<file path="src/rtl/pong_pkg.sv">
// Shared types and sizing helpers for the Pong score datapath.
// Latency: n/a (declarations only).
// Backpressure: n/a.
package pong_pkg;

  // Score FSM states
  typedef enum logic [1:0] {
    PLAY = 2'd0,
    HOLD = 2'd1,
    OVER = 2'd2
  } score_state_t;

  // One BCD digit
  typedef logic [3:0] bcd_digit_t;

  localparam bcd_digit_t BCD_NINE = 4'd9;

  // Binary width able to hold 10^digits-1
  function automatic int score_width(input int digits);
    return $clog2(10 ** digits);
  endfunction

  // Width of a player index, never below one bit
  function automatic int index_width(input int n);
    return (n > 1) ? $clog2(n) : 1;
  endfunction

endpackage

</file>
<file path="src/rtl/bcd_counter.sv">
// Saturating multi-digit BCD counter with a lock-step binary count.
// Latency: bcd/bin update on the edge after inc/clr; bin_nxt is combinational.
// Backpressure: none; inc at all-9s is absorbed (count holds).
module bcd_counter
  import pong_pkg::*;
#(
  parameter int DIGITS = 2,
  localparam int W = score_width(DIGITS)
) (
  input  logic              clk,
  input  logic              reset,
  input  logic              inc,
  input  logic              clr,
  output logic [DIGITS*4-1:0] bcd,
  output logic [W-1:0]      bin,
  output logic [W-1:0]      bin_nxt
);

  bcd_digit_t dig_q [DIGITS];
  bcd_digit_t dig_d [DIGITS];
  logic [W-1:0] bin_q;
  logic [W-1:0] bin_d;
  logic all_nine;
  logic carry;

  // All digits at 9 means the count is saturated
  always_comb begin
    all_nine = 1'b1;
    for (int i = 0; i < DIGITS; i++) begin
      if (dig_q[i] != BCD_NINE) all_nine = 1'b0;
    end
  end

  // Next-count logic: clear wins, otherwise ripple a carry from the LS digit
  always_comb begin
    dig_d = dig_q;
    bin_d = bin_q;
    carry = 1'b0;
    if (clr) begin
      for (int i = 0; i < DIGITS; i++) dig_d[i] = '0;
      bin_d = '0;
    end else if (inc && !all_nine) begin
      carry = 1'b1;
      for (int i = 0; i < DIGITS; i++) begin
        if (carry) begin
          if (dig_q[i] == BCD_NINE) begin
            dig_d[i] = '0;
          end else begin
            dig_d[i] = dig_q[i] + 4'd1;
            carry    = 1'b0;
          end
        end
      end
      bin_d = bin_q + 1'b1;
    end
  end

  // Count registers
  always_ff @(posedge clk or posedge reset) begin
    if (reset) begin
      for (int i = 0; i < DIGITS; i++) dig_q[i] <= '0;
      bin_q <= '0;
    end else begin
      dig_q <= dig_d;
      bin_q <= bin_d;
    end
  end

  for (genvar g = 0; g < DIGITS; g++) begin : g_out
    assign bcd[g*4 +: 4] = dig_q[g];
  end

  assign bin     = bin_q;
  assign bin_nxt = bin_d;

endmodule

</file>
<file path="src/rtl/score_keeper.sv">
// N-player Pong score tracker: synchronises strobes, credits points, detects the winner.
// Latency: score_bcd/point_pulse update on the 3rd clk edge after a strobe rises.
// Backpressure: none; strobes during HOLD/OVER or losing a same-cycle tie are dropped.
module score_keeper
  import pong_pkg::*;
#(
  parameter int NUM_PLAYERS = 2,
  parameter int DIGITS      = 2,
  parameter int WIN_SCORE   = 11,
  parameter int WIN_BY_TWO  = 1,
  parameter int HOLD_CYCLES = 1000,
  localparam int SW = score_width(DIGITS),
  localparam int WW = index_width(NUM_PLAYERS)
) (
  input  logic                          clk,
  input  logic                          reset,
  input  logic [NUM_PLAYERS-1:0]        score_in,
  input  logic                          new_game,
  output logic [NUM_PLAYERS*DIGITS*4-1:0] score_bcd,
  output logic                          point_pulse,
  output logic                          serve_ready,
  output logic                          game_over,
  output logic [WW-1:0]                 winner
);

  localparam int HW = (HOLD_CYCLES > 1) ? $clog2(HOLD_CYCLES) : 1;
  localparam logic [HW-1:0] HOLD_LOAD = HW'(HOLD_CYCLES - 1);
  localparam logic [SW:0]   WIN_VAL   = (SW+1)'(WIN_SCORE);
  localparam logic [SW:0]   LEAD_MIN  = (SW+1)'(2);

  score_state_t state;
  logic [HW-1:0] hold_cnt;

  logic [NUM_PLAYERS-1:0] sync1;
  logic [NUM_PLAYERS-1:0] sync2;
  logic [NUM_PLAYERS-1:0] prev;
  logic [NUM_PLAYERS-1:0] edges;
  logic [NUM_PLAYERS-1:0] inc;
  logic                   hit;
  logic [WW-1:0]          sel;
  logic                   win;

  logic [SW-1:0] bin_q   [NUM_PLAYERS];
  logic [SW-1:0] bin_nxt [NUM_PLAYERS];

  // Two-flop synchroniser plus one delay flop for rising-edge detect
  always_ff @(posedge clk or posedge reset) begin
    if (reset) begin
      sync1 <= '0;
      sync2 <= '0;
      prev  <= '0;
    end else begin
      sync1 <= score_in;
      sync2 <= sync1;
      prev  <= sync2;
    end
  end

  assign edges = sync2 & ~prev;

  // Grant the lowest-index edge, only while in PLAY and not being cleared
  always_comb begin
    inc = '0;
    hit = 1'b0;
    sel = '0;
    if (state == PLAY && !new_game) begin
      for (int i = 0; i < NUM_PLAYERS; i++) begin
        if (edges[i] && !hit) begin
          inc[i] = 1'b1;
          hit    = 1'b1;
          sel    = WW'(i);
        end
      end
    end
  end

  for (genvar g = 0; g < NUM_PLAYERS; g++) begin : g_player
    bcd_counter #(.DIGITS(DIGITS)) u_cnt (
      .clk     (clk),
      .reset   (reset),
      .inc     (inc[g]),
      .clr     (new_game),
      .bcd     (score_bcd[g*DIGITS*4 +: DIGITS*4]),
      .bin     (bin_q[g]),
      .bin_nxt (bin_nxt[g])
    );
  end

  // Win check on the scorer's post-increment value; other players are unchanged this cycle
  always_comb begin
    win = 1'b0;
    if (hit) begin
      win = ({1'b0, bin_nxt[sel]} >= WIN_VAL);
      if (WIN_BY_TWO != 0) begin
        for (int j = 0; j < NUM_PLAYERS; j++) begin
          if (WW'(j) != sel && ({1'b0, bin_nxt[sel]} < ({1'b0, bin_q[j]} + LEAD_MIN)))
            win = 1'b0;
        end
      end
    end
  end

  // Game FSM with serve-hold counter and registered status outputs
  always_ff @(posedge clk or posedge reset) begin
    if (reset) begin
      state       <= PLAY;
      hold_cnt    <= '0;
      point_pulse <= 1'b0;
      serve_ready <= 1'b1;
      game_over   <= 1'b0;
      winner      <= '0;
    end else begin
      point_pulse <= 1'b0;
      if (new_game) begin
        state       <= PLAY;
        hold_cnt    <= '0;
        serve_ready <= 1'b1;
        game_over   <= 1'b0;
        winner      <= '0;
      end else begin
        case (state)
          PLAY: begin
            if (hit) begin
              point_pulse <= 1'b1;
              serve_ready <= 1'b0;
              if (win) begin
                state     <= OVER;
                game_over <= 1'b1;
                winner    <= sel;
              end else begin
                state    <= HOLD;
                hold_cnt <= HOLD_LOAD;
              end
            end
          end
          HOLD: begin
            if (hold_cnt == '0) begin
              state       <= PLAY;
              serve_ready <= 1'b1;
            end else begin
              hold_cnt <= hold_cnt - 1'b1;
            end
          end
          OVER: begin
            state <= OVER;
          end
          default: begin
            state       <= PLAY;
            serve_ready <= 1'b1;
            game_over   <= 1'b0;
          end
        endcase
      end
    end
  end

endmodule

</file>
<file path="config.mk">
export PLATFORM = sky130hd
export DESIGN_NAME = score_keeper
export DESIGN_NICKNAME = d
export VERILOG_FILES = /design/src/rtl/pong_pkg.sv /design/src/rtl/bcd_counter.sv /design/src/rtl/score_keeper.sv
export SDC_FILE = /design/constraint.sdc
export NUM_CORES = 1
export LEC_CHECK = 0
export ABC_CLOCK_PERIOD_IN_PS = 9600
export CORE_ASPECT_RATIO = 1.25
export CORE_MARGIN = 10
export CORE_UTILIZATION = 40
export CTS_CLUSTER_SIZE = 25
export DETAILED_ROUTE_END_ITERATION = 10
export GPL_ROUTABILITY_DRIVEN = 0
export PLACE_DENSITY = 0.56
export REMOVE_ABC_BUFFERS = 1
export SYNTH_ARGS = -nofsm -noshare
export SYNTH_HDL_FRONTEND = slang
export SYNTH_SLANG_ARGS = --single-unit
</file>
<file path="constraint.sdc">
create_clock -name clk -period 9.6 [get_ports clk]
set_input_delay 1.92 -clock clk [delete_from_list [all_inputs] [get_ports clk]]
set_output_delay 1.92 -clock clk [all_outputs]
set_load 0.02 [all_outputs]
</file>
Yosys cells after proc, flatten, opt, wreduce, memory -nomap -nowiden
Index checks and enable logic that the tools add are counted.
Storage, ports and cells
  register bits after elaboration: 52
  bits in latches: 0
  RAM bits: 0
  bits in read-only memories: 0
  input bits: 5
  output and inout port bits: 20
  word-level logic and storage cells: 139
  memories kept: 0
Cells by class
  add/sub/neg operators: 9
  multiply operators: 0
  div/mod/pow operators: 0
  $lt $le $gt $ge: 4
  eq/ne operators: 17
  shift-type cells: 0
  multiplexer cells: 62
  bitwise logic cells: 4
  reduce and logical (&&, ||, !) cells: 28
Operator list (number)
  2-to-1 mux 7 bit: 7
  2-to-1 mux 10 bit: 4
  2-to-1 mux 1 bit: 32
  2-to-1 mux 8 bit: 4
  2-to-1 mux 4 bit: 6
  case mux 10 bit (2 select lines): 1
  adder 4 x 1 -> 4 bit, second input constant: 4
  adder 7 x 2 -> 8 bit, second input constant: 2
  == test 4 bit, second input constant: 4
  < comparator 7 x 8 -> 1 bit: 2
  != test 4 bit, second input constant: 4
  != test 3 bit, second input constant: 5
  adder 7 x 1 -> 7 bit, second input constant: 2
  nonzero test 2 bit: 7
  zero test 10 bit: 1
  2-to-1 mux 2 bit: 5
  subtractor 10 x 1 -> 10 bit, second input constant: 1
  AND reduction 3 bit: 3
  greater-or-equal comparator 7 x 4 -> 1 bit, second input constant: 1
  logical AND 1 bit: 6
  case mux 2 bit (3 select lines): 1
  AND reduction 2 bit: 3
  zero test 1 bit: 4
  AND reduction 4 bit: 1
  other kinds (14): 14

Logic depth before layout (Yosys ltp)
  depth in word-level cells: 23
  gate-level depth with buffers: 18
  mapped depth without buffers: 17

Modules after synthesis
A second synthesis with hierarchy kept.
Unflattened totals
  cells, all modules: 392
  area total of the unflattened synthesis: 3652.3 sq um
By module, submodules not included
  score_keeper: instances 1, cells an instance 208, area an instance 1838.0 sq um
  bcd_counter: instances 2, cells an instance 92, area an instance 907.1 sq um

Worst setup path before layout
Ideal clock, no wire load.
  path kind: input-to-reg
  start: in new_game
  end: reg hold_cnt[0]
  arrival time: 4752 ps
  slack: 4723 ps
  cell stages on the path: 15
  cell sequence: nand4bb_1 > buf_2 > a2111oi_4 > mux2i_1 > a211oi_2 > ha_1 > nand3_1 > o22ai_1 > nor2_1 > o21ai_0 > a31oi_1 > a2111oi_4 > nand2b_1 > buf_6 > mux2_4
Between the ends
  word-level cells in the longest chain between the ends: 16
  elaborated cells between the ends (all ways): 30
  classes of those cells: order compare: 3; eq/ne: 3; mux: 14; bitwise: 2; reduce/logical: 8
Ends and longest elaborated chain
  start: declaration: line score_keeper.sv:18  | input logic new_game,
  zero test 1 bit: line score_keeper.sv:66  | if (state == PLAY && !new_game) begin
  logical AND 1 bit: line score_keeper.sv:66
  2-to-1 mux 2 bit: line score_keeper.sv:66
  logical AND 1 bit: line bcd_counter.sv:42  | end else if (inc && !all_nine) begin
  2-to-1 mux 7 bit: line bcd_counter.sv:42
  2-to-1 mux 7 bit: line bcd_counter.sv:39  | if (clr) begin
  2-to-1 mux 7 bit (not written as such) (3 in series): line score_keeper.sv:93, score_keeper.sv:96
  < comparator 7 x 8 -> 1 bit: line score_keeper.sv:96  | if (WW'(j) != sel && ({1'b0, bin_nxt[sel]} < ({1'b0, bin_q[j]} + LEAD_MIN)))
  logical AND 1 bit: line score_keeper.sv:96
  2-to-1 mux 1 bit (2 in series): line score_keeper.sv:96
  2-to-1 mux 1 bit: line score_keeper.sv:92  | if (hit) begin
  != test 3 bit (no line)
  AND reduction 4 bit (no line)
  end signal: assignment: line score_keeper.sv:141  | hold_cnt <= hold_cnt - 1'b1;
  end: declaration: line score_keeper.sv:32  | logic [HW-1:0] hold_cnt;
Parallel ways exist; a longest one is shown, timed or not. The select of a mux whose other input is x is not followed.
A chain may end at the register's enable or synchronous reset.

Worst setup path after layout
  start: in new_game
  end: reg hold_cnt[1]
Same word-level chain as after synthesis.

==> impl_results.md <==
- Run status: finished, final reports clean
- GRT overflow: 0
- Gate Count Post-Synth: around 380
- DRT Pass-1 Iters: 4
- Timing startpoint of the critical path: new_game
- Vias in the first global route: approximately 2.8k
- Largest net degree at the start of global routing: 53
- Hold Crit Start: sync1[1]$_DFF_PP0_
- Die height: 124 µm
- FF-to-FF path depth: 15
- Row cnt: 37
- Clk pwr share: approximately 22%
- Crit start category: input pin
- DRC viols: 0
- Relative slew margins: between 40% and 50%
- Initial antenna violation count: 0
- Clock sink count: 52
- Setup tns final: 0 ps
- Post-synth EDFFs: 0
- CP max stage cell: a2111oi_4
- Seq pwr share: roughly 45%
- CTS max path bufs: 2
- Final setup fails: 0
- Fillers: 827
- # nets final: 421
- CP arrival: about 6700 ps
- Post-CTS Resized: 0
- Clock period minus worst slack: about 6500 ps
- Worst-Margin Slew: around 800 ps
- Hold Path Class: flop to flop
- CP Cell Sequence: clkdlybuf4s50_1 > nand4bb_1 > a2111oi_4 > mux2i_1 > a211oi_2 > ha_1 > nand3_1 > o22ai_1 > nor2_1 > o21ai_0 > a31oi_1 > a2111oi_4 > nand2b_1 > mux2_4
- Number of max-cap violations: 0
- Die Wd: just over 100 µm
- DP HPWL: between 5000 and 6000 µm
- I/O pins: 25
- Total power: 612 µW
- Slew Viols, Final: 0
- Sequential area share after synthesis: between 30% and 40%
- Ys flop type: dfrtp_1
- Hold_buf cts: 0
- Initial DRC Count: around 150
- Crit. End Element: flop
- Layout Skew: approximately 13 ps
- Hold Path Depth: 0
- Synth unique cells: between 50 and 60
- Layout Utilization: roughly 46%
- Sw Share: a little under two fifths
- Worst path max stage delay: 780 ps
- Crit path kind: input pin to flop
- Switching pwr: 226 µW
- #FFs+latches synth: 52
- Worst r2r src: state[0]$_DFFE_PP0P_
- Routed vias/inst: 5.66
- CP dominant cell by count: a2111oi_4
- Routed Antenna Nets: 0
- Wirelength per Cell: between 15 and 20 µm
- Root buffer cell: clkbuf_8
- Static leakage: between 0.0015 and 0.002 µW
- H-tree Lvls: 2
- CTS tree: yes
- Worst vdd ir: between 80 and 90 µV
- FF-to-FF setup slack: a little under 5000 ps
- WL final: about 7800 µm
- Initial Util: a little over two fifths
- Core area: roughly 0.0083 mm²
- Area Overhead vs Synth: 10.9%
- Pint: 386 µW
- CTS Buf Count: 5
- Synth Area per Inst: about 9 µm²
- Fmax: 154 MHz
- Die area: 0.0128 mm²
- Reg clk slew, reported paths: 100 ps
- Worst Path Max Fanout: 13
- Mapped Area: ~0.0035 mm²
- Ys Warns: 0
- Post-synth ARST share: 100%
- Share of layout cells above drive strength 1: roughly 7.4%
- Clk_lat worst skew: roughly 320 ps
- ANT cells: 0
- Vias: around 2.8k
- Postcts setup bufs: 0
- Combinational share of power: around 32%
- First-pass GRT wire length: approximately 13,000 µm
- RSZ-0062 raised after global routing: no
- Hold EP: sync2[1]$_DFF_PP0_
- Worst Path Required: about 10000 ps
- Final Hold Vio Count: 0
- GRT Overall Usage: 12.4%
- R2R Path End: hold_cnt[1]$_DFFE_PP0P_
- Port bufs: 24
- Pwr per Cell Area: 159 mW/mm²
- Final period utilization: between 60% and 70%
-- layer usage --
layer,part of all wire (%),global-route usage (%)
met1,46,15.2
met2,48,21.2
met3,3.4,2.27
met4,1.7,4.36
met5,0,0
-- sequential cells by signal, indices dropped and copies added, names as in the netlist --
register	count
sync1	2
serve_ready	1
sync2	2
winner	1
game_over	1
point_pulse	1
prev	2
hold_cnt	10
g_player.u_cnt.bcd	16
g_player.u_cnt.bin	14
state	2
-- cell usage after synthesis (2+ instances only) --
master,number,area share [%]
dfrtp_1,51,37
and3b_1,3,0.76
nor3_1,9,1.3
nor2_1,42,4.5
inv_1,21,2.3
o22ai_1,7,1.3
buf_2,4,0.58
xnor2_1,21,5.3
mux2_4,2,0.87
nand2b_1,5,0.90
a211oi_1,9,1.9
nor2b_1,4,0.72
and3_1,4,0.72
o22a_1,5,1.3
nand4_1,10,1.8
clkbuf_1,12,1.3
nor4b_1,2,0.50
xor2_1,11,2.8
nand3b_1,2,0.43
ha_1,26,9.4
nand2_1,25,2.7
a21oi_1,23,3.3
o31ai_1,7,1.5
a31oi_1,5,0.90
mux2i_1,4,1.2
nand3_1,13,1.9
or3_1,4,0.72
or4_1,3,0.65
o21ai_0,16,2.3
buf_6,3,0.97
a2111oi_4,3,2.4
-- logic make-up (layout without fill, tap and decap cells) --
kind of cell | Yosys count | in the layout | share of synthesized area [%]
flip-flops | 52 | 52 | 37.5
AO/OA/AOI/OAI | 85 | 85 | 18.0
adder cells (fa/ha/maj) | 26 | 26 | 9.37
XOR/XNOR | 32 | 32 | 8.08
multiplexers | 7 | 7 | 2.34
buffers and inverters | 41 | 56 | 5.23
AND/OR/NAND/NOR | 133 | 133 | 19.5
-- critical path, delay by kind of cell --
| family | cells | cell delay [ps] |
|---|---|---|
| AO/OA/AOI/OAI | 6 | 1790 |
| multiplexers | 2 | 630 |
| buffers and inverters | 1 | 690 |
| AND/OR/NAND/NOR | 4 | 1300 |
| adder cells (fa/ha/maj) | 1 | 330 |
-- area by class of cell --
type                            count  area (µm²)  area share [%]
Multi-Input combinational cell    283        1990            51.6
Clock buffer                        5        68.8            1.79
Sequential cell                    52        1300            33.9
Tap cell                           97         121            3.15
Clock inverter                      3        26.3           0.683
Timing Repair Buffer               27         263            6.83
Inverter                           21        78.8            2.05
-- power groups by stage --
stage / sequential, µW / clock (µW) / combinational [µW]
3_3_place_gp: 280 / 0 / 196
3_5_place_dp: 281 / 0 / 198
2_1_floorplan: 279 / 0 / 147
4_1_cts: 277 / 141 / 199
5_1_grt: 283 / 148 / 220
6_report: 277 / 137 / 198
-- layout by cell type, fill, tap and decap left out, drive strengths merged, types with 4 or more instances in the layout --
cell type,n
dfrtp,51
nor2,42
ha,26
nand2,25
a21oi,25
clkdlybuf4s50,24
inv,22
xnor2,21
o21ai,16
nand3,13
xor2,11
nand4,10
nor3,10
a211oi,10
o31ai,7
o22ai,7
nand2b,5
a31oi,5
o22a,5
clkbuf,5
or3,4
nor2b,4
mux2i,4
and3,4
-- per-stage QoR --
stage / setup WS (ps) / instances / hold slack [ps] / instance area [µm²]
after floorplan: 4210 / 356 / 331 / 3370
after global placement: 2910 / 480 / 334 / 3750
after detailed placement: 2810 / 480 / 336 / 3750
after CTS: 3140 / 488 / 361 / 3850
after global routing: 2780 / 488 / 372 / 3850
final: 3120 / 488 / 357 / 3850
-- how the worst max path moves through the flow --
| stage | cells past startpoint | to |
|---|---|---|
| final | 14 | hold_cnt[1]$_DFFE_PP0P_ |
| after global routing | 14 | hold_cnt[1]$_DFFE_PP0P_ |
| after CTS | 14 | hold_cnt[1]$_DFFE_PP0P_ |
| after detailed placement | 14 | hold_cnt[0]$_DFFE_PP0P_ |
| after global placement | 14 | hold_cnt[1]$_DFFE_PP0P_ |
| after floorplan | 13 | hold_cnt[0]$_DFFE_PP0P_ |
Power figures use the tool's default switching activity.
